### src/rtl/lsu_pkg.sv
// Shared types for the load/store unit: access sizes, FSM states and the
// timeout counter width helper.
package lsu_pkg;

  typedef enum logic [1:0] {
    SIZE_BYTE = 2'b00,
    SIZE_HALF = 2'b01,
    SIZE_WORD = 2'b10
  } size_t;

  typedef enum logic [1:0] {
    IDLE = 2'b00,
    BUS  = 2'b01,
    DONE = 2'b10
  } lsu_state_t;

  // Timeout counter only has to reach cycles-1; keep at least one bit.
  function automatic int tmo_width(input int cycles);
    return (cycles > 2) ? $clog2(cycles) : 1;
  endfunction

endpackage

### src/rtl/load_store_unit_if.sv
// Wishbone classic data bus between the load/store unit and a memory slave.
interface wb_bus;
  logic [31:0] addr;
  logic [31:0] wdata;
  logic [31:0] rdata;
  logic [3:0]  sel;
  logic        we;
  logic        stb;
  logic        cyc;
  logic        ack;
  logic        err;

  modport master (output addr, wdata, sel, we, stb, cyc, input ack, err, rdata);
  modport slave  (input addr, wdata, sel, we, stb, cyc, output ack, err, rdata);
endinterface

### src/rtl/lsu_lane_align.sv
// Combinational byte-lane steering for stores, misalignment detect, and
// load extraction with sign/zero extension.
module lsu_lane_align
  import lsu_pkg::*;
(
  input  logic [1:0]  size,
  input  logic [1:0]  addr_lo,
  input  logic [31:0] wdata_raw,
  output logic [3:0]  sel,
  output logic [31:0] wdata_lane,
  output logic        misaligned,
  input  logic [1:0]  ld_size,
  input  logic [1:0]  ld_addr_lo,
  input  logic        ld_unsigned,
  input  logic [31:0] bus_rdata,
  output logic [31:0] ld_data
);

  logic [31:0] shifted;

  always_comb begin
    sel        = 4'b0000;
    wdata_lane = wdata_raw;
    misaligned = 1'b0;
    case (size)
      SIZE_BYTE: begin
        sel        = 4'b0001 << addr_lo;
        wdata_lane = {4{wdata_raw[7:0]}};
      end
      SIZE_HALF: begin
        sel        = 4'b0011 << addr_lo;
        wdata_lane = {2{wdata_raw[15:0]}};
        misaligned = addr_lo[0];
      end
      SIZE_WORD: begin
        sel        = 4'b1111;
        misaligned = |addr_lo;
      end
      default: misaligned = 1'b1;
    endcase
  end

  // Bring the addressed lane down to bit 0, then extend from its top bit.
  assign shifted = bus_rdata >> {ld_addr_lo, 3'b000};

  always_comb begin
    ld_data = bus_rdata;
    case (ld_size)
      SIZE_BYTE: ld_data = ld_unsigned ? {24'h0, shifted[7:0]}
                                       : {{24{shifted[7]}}, shifted[7:0]};
      SIZE_HALF: ld_data = ld_unsigned ? {16'h0, shifted[15:0]}
                                       : {{16{shifted[15]}}, shifted[15:0]};
      default:   ld_data = bus_rdata;
    endcase
  end

endmodule

### src/rtl/load_store_unit.sv
// Wishbone master turning core byte/half/word loads and stores into aligned
// bus cycles, with local misalignment rejection and a strobe timeout.
module load_store_unit
  import lsu_pkg::*;
#(
  parameter int TimeoutCycles = 16
) (
  input  logic         clk_in,
  input  logic         reset_in,
  input  logic         req_in,
  input  logic         we_in,
  input  logic [1:0]   size_in,
  input  logic         unsigned_in,
  input  logic [31:0]  addr_in,
  input  logic [31:0]  wdata_in,
  output logic         busy_out,
  output logic         done_out,
  output logic         err_out,
  output logic [31:0]  rdata_out,
  wb_bus.master        bus_master
);

  localparam int TW = tmo_width(TimeoutCycles);

  lsu_state_t    state, state_nxt;
  logic [1:0]    size_q, alo_q;
  logic          we_q, uns_q;
  logic [TW-1:0] tmo_cnt;
  logic          fin_err, fin_load;
  logic [3:0]    sel_c;
  logic [31:0]   wdata_c, ld_c;
  logic          mis_c;

  lsu_lane_align u_align (
    .size        (size_in),
    .addr_lo     (addr_in[1:0]),
    .wdata_raw   (wdata_in),
    .sel         (sel_c),
    .wdata_lane  (wdata_c),
    .misaligned  (mis_c),
    .ld_size     (size_q),
    .ld_addr_lo  (alo_q),
    .ld_unsigned (uns_q),
    .bus_rdata   (bus_master.rdata),
    .ld_data     (ld_c)
  );

  always_comb begin
    state_nxt = state;
    fin_err   = 1'b0;
    unique case (state)
      IDLE: if (req_in) begin
        state_nxt = mis_c ? DONE : BUS;
        fin_err   = mis_c;
      end
      BUS: begin
        // err outranks ack; timeout only when the slave stays silent
        if (bus_master.err) begin
          state_nxt = DONE;
          fin_err   = 1'b1;
        end else if (bus_master.ack) begin
          state_nxt = DONE;
        end else if (tmo_cnt == TW'(TimeoutCycles - 1)) begin
          state_nxt = DONE;
          fin_err   = 1'b1;
        end
      end
      DONE:    state_nxt = IDLE;
      default: state_nxt = IDLE;
    endcase
  end

  // A misaligned request finishes straight from IDLE, before we_q is loaded.
  assign fin_load = (state == IDLE) ? ~we_in : ~we_q;

  always_ff @(posedge clk_in) begin
    if (reset_in) begin
      state            <= IDLE;
      size_q           <= 2'b00;
      alo_q            <= 2'b00;
      we_q             <= 1'b0;
      uns_q            <= 1'b0;
      tmo_cnt          <= '0;
      busy_out         <= 1'b0;
      done_out         <= 1'b0;
      err_out          <= 1'b0;
      rdata_out        <= 32'h0;
      bus_master.addr  <= 32'h0;
      bus_master.wdata <= 32'h0;
      bus_master.sel   <= 4'h0;
      bus_master.we    <= 1'b0;
      bus_master.stb   <= 1'b0;
      bus_master.cyc   <= 1'b0;
    end else begin
      state          <= state_nxt;
      busy_out       <= (state_nxt != IDLE);
      done_out       <= (state_nxt == DONE);
      err_out        <= (state_nxt == DONE) && fin_err;
      bus_master.stb <= (state_nxt == BUS);
      bus_master.cyc <= (state_nxt == BUS);

      if (state == IDLE && req_in) begin
        size_q           <= size_in;
        alo_q            <= addr_in[1:0];
        we_q             <= we_in;
        uns_q            <= unsigned_in;
        tmo_cnt          <= '0;
        bus_master.addr  <= {addr_in[31:2], 2'b00};
        bus_master.wdata <= wdata_c;
        bus_master.sel   <= sel_c;
        bus_master.we    <= we_in;
      end else if (state == BUS && state_nxt == BUS) begin
        tmo_cnt <= tmo_cnt + 1'b1;
      end

      if (state_nxt == DONE && fin_load)
        rdata_out <= fin_err ? 32'h0 : ld_c;
    end
  end

endmodule

### src/flat_wrapper.sv
// flat-port wrapper written by rule: the top's interface ports become plain ports
module load_store_unit_flat import lsu_pkg::*;
#(
  parameter int TimeoutCycles = 16
)
  (clk_in, reset_in, req_in, we_in, size_in, unsigned_in, addr_in, wdata_in, busy_out, done_out, err_out, rdata_out, bus_master_addr, bus_master_wdata, bus_master_sel, bus_master_we, bus_master_stb, bus_master_cyc, bus_master_ack, bus_master_err, bus_master_rdata);
  wb_bus bus_master_i ();
  input  logic clk_in;
  input  logic reset_in;
  input  logic req_in;
  input  logic we_in;
  input  logic [1:0] size_in;
  input  logic unsigned_in;
  input  logic [31:0] addr_in;
  input  logic [31:0] wdata_in;
  output logic busy_out;
  output logic done_out;
  output logic err_out;
  output logic [31:0] rdata_out;
  output wire logic [$bits(bus_master_i.addr)-1:0] bus_master_addr;
  output wire logic [$bits(bus_master_i.wdata)-1:0] bus_master_wdata;
  output wire logic [$bits(bus_master_i.sel)-1:0] bus_master_sel;
  output wire logic [$bits(bus_master_i.we)-1:0] bus_master_we;
  output wire logic [$bits(bus_master_i.stb)-1:0] bus_master_stb;
  output wire logic [$bits(bus_master_i.cyc)-1:0] bus_master_cyc;
  input wire logic [$bits(bus_master_i.ack)-1:0] bus_master_ack;
  input wire logic [$bits(bus_master_i.err)-1:0] bus_master_err;
  input wire logic [$bits(bus_master_i.rdata)-1:0] bus_master_rdata;
  assign bus_master_addr = bus_master_i.addr;
  assign bus_master_wdata = bus_master_i.wdata;
  assign bus_master_sel = bus_master_i.sel;
  assign bus_master_we = bus_master_i.we;
  assign bus_master_stb = bus_master_i.stb;
  assign bus_master_cyc = bus_master_i.cyc;
  assign bus_master_i.ack = bus_master_ack;
  assign bus_master_i.err = bus_master_err;
  assign bus_master_i.rdata = bus_master_rdata;
  load_store_unit #(.TimeoutCycles(TimeoutCycles)) u_core (.clk_in(clk_in), .reset_in(reset_in), .req_in(req_in), .we_in(we_in), .size_in(size_in), .unsigned_in(unsigned_in), .addr_in(addr_in), .wdata_in(wdata_in), .busy_out(busy_out), .done_out(done_out), .err_out(err_out), .rdata_out(rdata_out), .bus_master(bus_master_i));
endmodule
### config.mk
export PLATFORM = sky130hd
export DESIGN_NAME = load_store_unit_flat
export DESIGN_NICKNAME = d
export VERILOG_FILES = /design/src/rtl/lsu_pkg.sv /design/src/rtl/load_store_unit_if.sv /design/src/rtl/lsu_lane_align.sv /design/src/rtl/load_store_unit.sv /design/src/flat_wrapper.sv
export SDC_FILE = /design/constraint.sdc
export NUM_CORES = 1
export LEC_CHECK = 0
export ABC_AREA = 1
export ABC_CLOCK_PERIOD_IN_PS = 1400
export CORE_ASPECT_RATIO = 1.75
export CORE_MARGIN = 2
export CORE_UTILIZATION = 57
export CTS_CLUSTER_DIAMETER = 150
export CTS_CLUSTER_SIZE = 12
export DETAILED_ROUTE_END_ITERATION = 16
export DONT_BUFFER_PORTS = 1
export HOLD_SLACK_MARGIN = 0.08
export PLACE_DENSITY = 0.8
export SYNTH_ARGS = -nofsm -noshare
export SYNTH_HDL_FRONTEND = slang
export SYNTH_HIERARCHICAL = 1
export SYNTH_SLANG_ARGS = --single-unit
### constraint.sdc
create_clock -name clk_in -period 1.4 [get_ports clk_in]
set_input_delay 0.14 -clock clk_in [delete_from_list [all_inputs] [get_ports clk_in]]
set_output_delay 0.14 -clock clk_in [all_outputs]
set_load 0.05 [all_outputs]
# After elaboration in Yosys (flattened, before gate mapping)
# Index checks and enable logic that the tools add are counted.
# word_totals
input_bits	105
wordCells	56
regBits	114
output_inout_bits	106
# classes
n_shift	3
n_bitwise	2
muxes	19
eq_ne	7
n_reduce_logical	10
n_addsub	1
# op_table
cell	n
32-bit one-hot mux with 2 select lines	2
32-bit 2-to-1 mux	3
32-bit by 5-bit >> shifter with 16-bit output	1
4-bit one-hot mux with 3 select lines	1
2-bit 2-to-1 mux	5
2-bit by 1-bit == test with 1-bit output, second input constant	4
2-bit logical NOT	3
1-bit 2-to-1 mux	5
4-bit by 1-bit adder with 4-bit output, second input constant	1
2-bit == test, second input constant	2
4-bit == test, second input constant	1
1-bit logical AND	4
2-bit one-hot mux with 2 select lines	1
2-bit OR reduction	2
1-bit by 2-bit left shift with 4-bit output, first input constant	1
2-bit by 2-bit left shift with 4-bit output, first input constant	1
1-bit one-hot mux with 3 select lines	1
1-bit inverter	2
1-bit one-hot mux with 2 select lines	1
2-bit nonzero test	1

# Logic depth before layout (Yosys ltp)
# depth
ltp_word	7
depth_mapped	12
ltp_nobuf	11

# By module
# The synthesis kept the hierarchy.
# modules_own_cells
mod	instances	area_each_um2	seq_area_each_um2	cells_each
load_store_unit	1	4290.4	2282.2	583
lsu_lane_align	1	1271.2	0.0	268

# Worst setup path after synthesis
# Ideal clock, no wire load.
# synth_timing
path_type	reg-to-reg
from	reg u_core.we_q
to	reg u_core.rdata_out[27]
arrival_time_ps	1451
required_ps	1286
setup_ps	114
path_slack_ps	-165
stages_incl_launch_ff	10
period_less_slack_ps	1565
n_path_buf	2
path_cell_list	dfxtp_1 inv_1 o21ai_0 inv_1 nand2_4 inv_2 buf_6 buf_6 nor2_1 nor2_1
# synth_via
elab_chain_len	3
# synth_rtl
item	line_no	text
start: declaration	load_store_unit.sv:27	logic we_q, uns_q;
start signal: assignment	load_store_unit.sv:105	we_q <= we_in;
1-bit inverter	load_store_unit.sv:74	assign fin_load = (state == IDLE) ? ~we_in : ~we_q;
1-bit 2-to-1 mux	load_store_unit.sv:74	
1-bit logical AND	load_store_unit.sv:116	if (state_nxt == DONE && fin_load)
end signal: assignment	load_store_unit.sv:117	rdata_out <= fin_err ? 32'h0 : ld_c;
end: declaration	load_store_unit.sv:19	output logic [31:0] rdata_out,
# Every way passes these cells.
# A chain may end at the register's enable or synchronous reset.

# Worst setup path in the final report
# layout_timing
from	reg u_core.alo_q[1]
to	reg u_core.rdata_out[14]
# layout_via
elab_chain_len	4
word_cells_on_any_way	5
cone_classes	1 x shift; 4 x mux
# layout_rtl
item	line_no	text
start: declaration	load_store_unit.sv:26	logic [1:0] size_q, alo_q;
start signal: assignment	load_store_unit.sv:104	alo_q <= addr_in[1:0];
32-bit by 5-bit >> shifter with 16-bit output (*)	lsu_lane_align.sv:44	assign shifted = bus_rdata >> {ld_addr_lo, 3'b000};
32-bit 2-to-1 mux, on equally long branches	lsu_lane_align.sv:51, lsu_lane_align.sv:49	
32-bit one-hot mux with 2 select lines (*)	lsu_lane_align.sv:48	case (ld_size)
net u_core.ld_c[14]	load_store_unit.sv:31	logic [31:0] wdata_c, ld_c;
32-bit 2-to-1 mux (*)	load_store_unit.sv:117	
# The timed path passes the listed nets; every way through them passes the cells marked *.

==> metrics.log <==
[metrics] TritonCTS sink count: ~110
[metrics] leakage power summed over all cells: ~4.1 nW
[metrics] per-cell via count in the routed design: 6.50
[metrics] worst endpoint required time: around 1.7 ns
[metrics] mean area per synthesized cell: roughly 6.5 um2
[metrics] count of buffering cells on the critical path with inverters included: 2
[metrics] critical-path cell with the highest stage delay: sky130_fd_sc_hd__dfxtp_2
[metrics] share of synthesized area spent on multiplexers: 0%
[metrics] total global routing overflow: 0
[metrics] final setup TNS: -5.99 ns
[metrics] unrepaired setup endpoints after global routing: true
[metrics] Slew HR: between 40% and 50%
[metrics] most area-consuming cells after synthesis: sky130_fd_sc_hd__dfxtp_1 41%, sky130_fd_sc_hd__nor2_1 13%, sky130_fd_sc_hd__nand2_1 13%, sky130_fd_sc_hd__o21ai_0 10%, sky130_fd_sc_hd__nand3_1 6.5%
[metrics] post-synthesis compound-gate area fraction: around 14%
[metrics] initial standard-cell utilization of the core: between 50% and 60%
[metrics] number of buffers on the longest clock path: 2
[metrics] highest achievable clock rate: approximately 560 MHz
[metrics] vias in the first global route: 7258
[metrics] post-synthesis sequential area ratio: between 40% and 50%
[metrics] share of layout cells above drive strength 1: ~27%
[metrics] length of the first detailed-routing pass in iterations: 11
[metrics] routed wire length: 27.6 mm
[metrics] result of the run: complete, but fails checks
[metrics] Synth Area in Adders: less than 1%
[metrics] WP data arrival: 2.13 ns
[metrics] number of antenna repair diodes: 0
[metrics] clk_skew: approximately 0.011 ns
[metrics] share of Yosys cell area claimed by the top area cell type: approximately two fifths
[metrics] kind of end point of the critical path: flop
[metrics] Die Outline Area: 10600 um2
[metrics] library cells used by synthesis: 31
[metrics] final weighted congestion in routability-driven placement: 0.999
[metrics] number of design-rule violations left by the first detailed-router iteration: 1252
[metrics] Skew-Pair Late Insertion Delay: 0.41 ns
[metrics] depth of the CTS H-tree: 4
[metrics] number of cells produced by synthesis: 851
[metrics] area used by multi-input combinational logic: around 3100 um2
[metrics] worst path setup slack after routing: -0.399 ns
[metrics] max-slew violation count: 0
[metrics] Die H: ~130 um
[metrics] violated checks: negative setup slack
[metrics] transition time at the pin with the least slew margin: roughly 0.75 ns
[metrics] switching power total: 4.51 mW
[metrics] number of endpoints with negative hold slack in the final report: 0
[metrics] nets: 1153
[metrics] total number of vias: 7682
[metrics] share of flip-flops with an asynchronous set or reset after synthesis: 0%
[metrics] clock network fraction of design power: a little over a third
[metrics] Cells after DPL: about 1100
[metrics] Combinational Power Share: around 34%
[metrics] internal portion of total power: around 7.5 mW
[metrics] count of pins on the block boundary: between 200 and 250
[metrics] clock tree root buffer cell: sky130_fd_sc_hd__clkbuf_16
[metrics] largest family of logic cells by synthesized area: simple AND/OR/NAND/NOR gates
[metrics] flop and latch count out of synthesis: about 110
[metrics] area of all sequential standard cells: ~2300 um2
[metrics] cells traversed along the worst timing path: inv_6 -> buf_4 -> o21ai_0 -> o21ai_0 -> nand2_1 -> nand3_2 -> nand3_2 -> nand2_2 -> nand2_1 -> nor2_2
[metrics] Antenna Violating Nets Remaining: 0
[metrics] max-capacitance violation count: 0
[metrics] netlist area before placement: ~5600 um2
[metrics] hpwl dp: between 10 and 15 mm
[metrics] filler cell count: roughly 380
[metrics] wire per inst: about 23 um
[metrics] maximum number of pins on one net before global-route repair: 74
[metrics] Crit path largest cell delay: ~0.36 ns
[metrics] category of the critical setup timing path: reg2reg
[metrics] share of the clock period used by the worst path after layout: 129%
[metrics] number of buffer cells added on primary ports: 0
[metrics] Reg clk slew, reported paths: roughly 0.06 ns
[metrics] power share of the sequential group: between 30% and 40%
[metrics] Post-Synth Simple-Gate Area: a little over a third
[metrics] Tmin final: about 1.8 ns
[metrics] sort of element at the start of the critical path: flop
[metrics] initial antenna violation count: 1
[metrics] Most used DFF post-synth: sky130_fd_sc_hd__dfxtp_1
[metrics] PwrDens: between 1000 and 1500 nW/um2
[metrics] kind of cell adding the most delay to the critical path: simple AND/OR/NAND/NOR gates
[metrics] final setup violation count: 34
[metrics] switching portion of total power: between 30% and 40%
[metrics] Yosys warning count: 6
[metrics] wire length of the first global-routing pass: around 37 mm
[metrics] worst hold path class: in2reg
[metrics] clock tree from TritonCTS: yes
[metrics] worst setup slack after placement: -0.173 ns
[metrics] number of placement rows: between 40 and 50
[metrics] library cell occupying the most area in the post-synthesis netlist: sky130_fd_sc_hd__dfxtp_1
[metrics] count of flip-flops with a built-in enable after synthesis: 0
[metrics] maximum VDD drop: 1.50 mV
[metrics] share of the synthesized netlist area taken by xor and xnor gates: less than 1%
[metrics] width of the die: between 70 and 80 um
[metrics] number of remaining DRC errors: 0
[metrics] crit path max fanout: 7
[metrics] Cell Count, Final, Fillers Out: approximately 1200
[metrics] Area Overhead vs Synth: 54.5%
[metrics] total clock buffers created by CTS: 17
[metrics] global-route usage over all layers: a little under half
[metrics] core outline area: around 9500 um2
Yosys cell counts, types with 8 or more instances:
| cell type | count |
|---|---|
| sky130_fd_sc_hd__a21oi_1 | 22 |
| sky130_fd_sc_hd__buf_2 | 9 |
| sky130_fd_sc_hd__buf_4 | 12 |
| sky130_fd_sc_hd__buf_6 | 8 |
| sky130_fd_sc_hd__clkbuf_1 | 33 |
| sky130_fd_sc_hd__dfxtp_1 | 114 |
| sky130_fd_sc_hd__inv_1 | 45 |
| sky130_fd_sc_hd__nand2_1 | 191 |
| sky130_fd_sc_hd__nand3_1 | 72 |
| sky130_fd_sc_hd__nor2_1 | 194 |
| sky130_fd_sc_hd__o211ai_1 | 8 |
| sky130_fd_sc_hd__o21ai_0 | 116 |
metrics by stage:
stage          hold slack [ns]  total power, mW  utilization [%]  cell area (um2)
2_1_floorplan            0.209             5.97                -             5570
3_3_place_gp             0.214             6.72             69.1             6550
3_5_place_dp             0.218             6.81             69.1             6550
4_1_cts                 0.0825             11.4             87.4             8280
6_report                 0.130             12.0             90.8             8590
5_1_grt                  0.136             12.3             90.8             8590
state kept, by name (all words and copies together), names as in the netlist:
register / flops
u_core/tmo_cnt: 4
u_core/alo_q: 2
u_core/we_q: 1
u_core/busy_out: 1
u_core/done_out: 1
u_core/err_out: 1
u_core/bus_master.sel: 4
u_core/bus_master.wdata: 32
u_core/uns_q: 1
u_core/bus_master.addr: 30
u_core/size_q: 2
u_core/bus_master.cyc: 1
u_core/rdata_out: 32
u_core/state: 2
placed cells by master, fill, tap and decap left out, drive strengths merged, types with 2 or more instances in the layout:
cell / netlist / final
a21oi: 22 / 22
buf: 31 / 158
clkbuf: 34 / 24
clkinv: 0 / 3
clkinvlp: 0 / 5
conb: 1 / 2
dfxtp: 114 / 114
dlygate4sd3: 0 / 78
inv: 50 / 52
nand2: 195 / 195
nand3: 75 / 76
nor2: 197 / 197
o211ai: 8 / 8
o21ai: 118 / 118
or2: 2 / 2
metal layers:
layer	global-route usage, %	share of wire [%]
met5	0	0.051
met2	78.6	47
met3	16.3	13
met1	45.5	29
met4	32.4	11
final cells by class:
cell class	instances	area share, %
Clock buffer	21	5.60
Clock inverter	11	1.16
Multi-Input combinational cell	624	35.9
Timing Repair Buffer	240	26.5
Inverter	50	2.36
Tap cell	122	1.78
Sequential cell	114	26.7
power by group through the flow:
stage               combinational [mW]  sequential [mW]  clock [mW]
CTS                               3.43             3.72        4.21
floorplan                         1.22             4.75           0
global route                      4.16             3.77        4.39
global placement                  2.96             3.76           0
finish                            4.03             3.75        4.25
detailed placement                3.03             3.78           0
worst reg2reg max path: cells and delay by family (launching register included):
family / cells / cell delay [ns]
AOI/OAI and AO/OA: 2 / 0.36
DFF: 1 / 0.36
and+or+nand+nor: 6 / 0.72
buffers and inverters: 2 / 0.29
timing repair:
action | CTS | global route
endpoints found under the hold margin | 89 | 0
endpoints found under the setup margin | 89 | 62
pin swaps | 29 | 23
gates cloned | 5 | 3
gates resized for setup | 53 | 67
hold buffers | 79 | 0
buffers inserted | 5 | 6
kinds of logic (layout without fill, tap and decap cells):
family | after synthesis | count (layout)
adders and majority gates | 1 | 1
DFF | 114 | 114
xor gates and xnor gates | 1 | 1
AOI/OAI and AO/OA | 149 | 149
and+or+nand+nor | 470 | 471
other | 1 | 2
buffers and inverters | 115 | 322
final timing paths:
kind	endpoint	start	slack, ns	depth (start not counted)
setup / recovery	u_core/rdata_out[14]$_SDFFE_PP0P_	u_core/alo_q[1]$_SDFFE_PP0P_	-0.40	10
hold / removal	u_core/alo_q[1]$_SDFFE_PP0P_	req_in	0.13	3
setup reg to reg	u_core/rdata_out[14]$_SDFFE_PP0P_	u_core/alo_q[1]$_SDFFE_PP0P_	-0.40	10
hold reg to reg	u_core/rdata_out[28]$_SDFFE_PP0P_	u_core/rdata_out[28]$_SDFFE_PP0P_	0.49	2
Note: power is estimated with default switching activity, not from simulation.
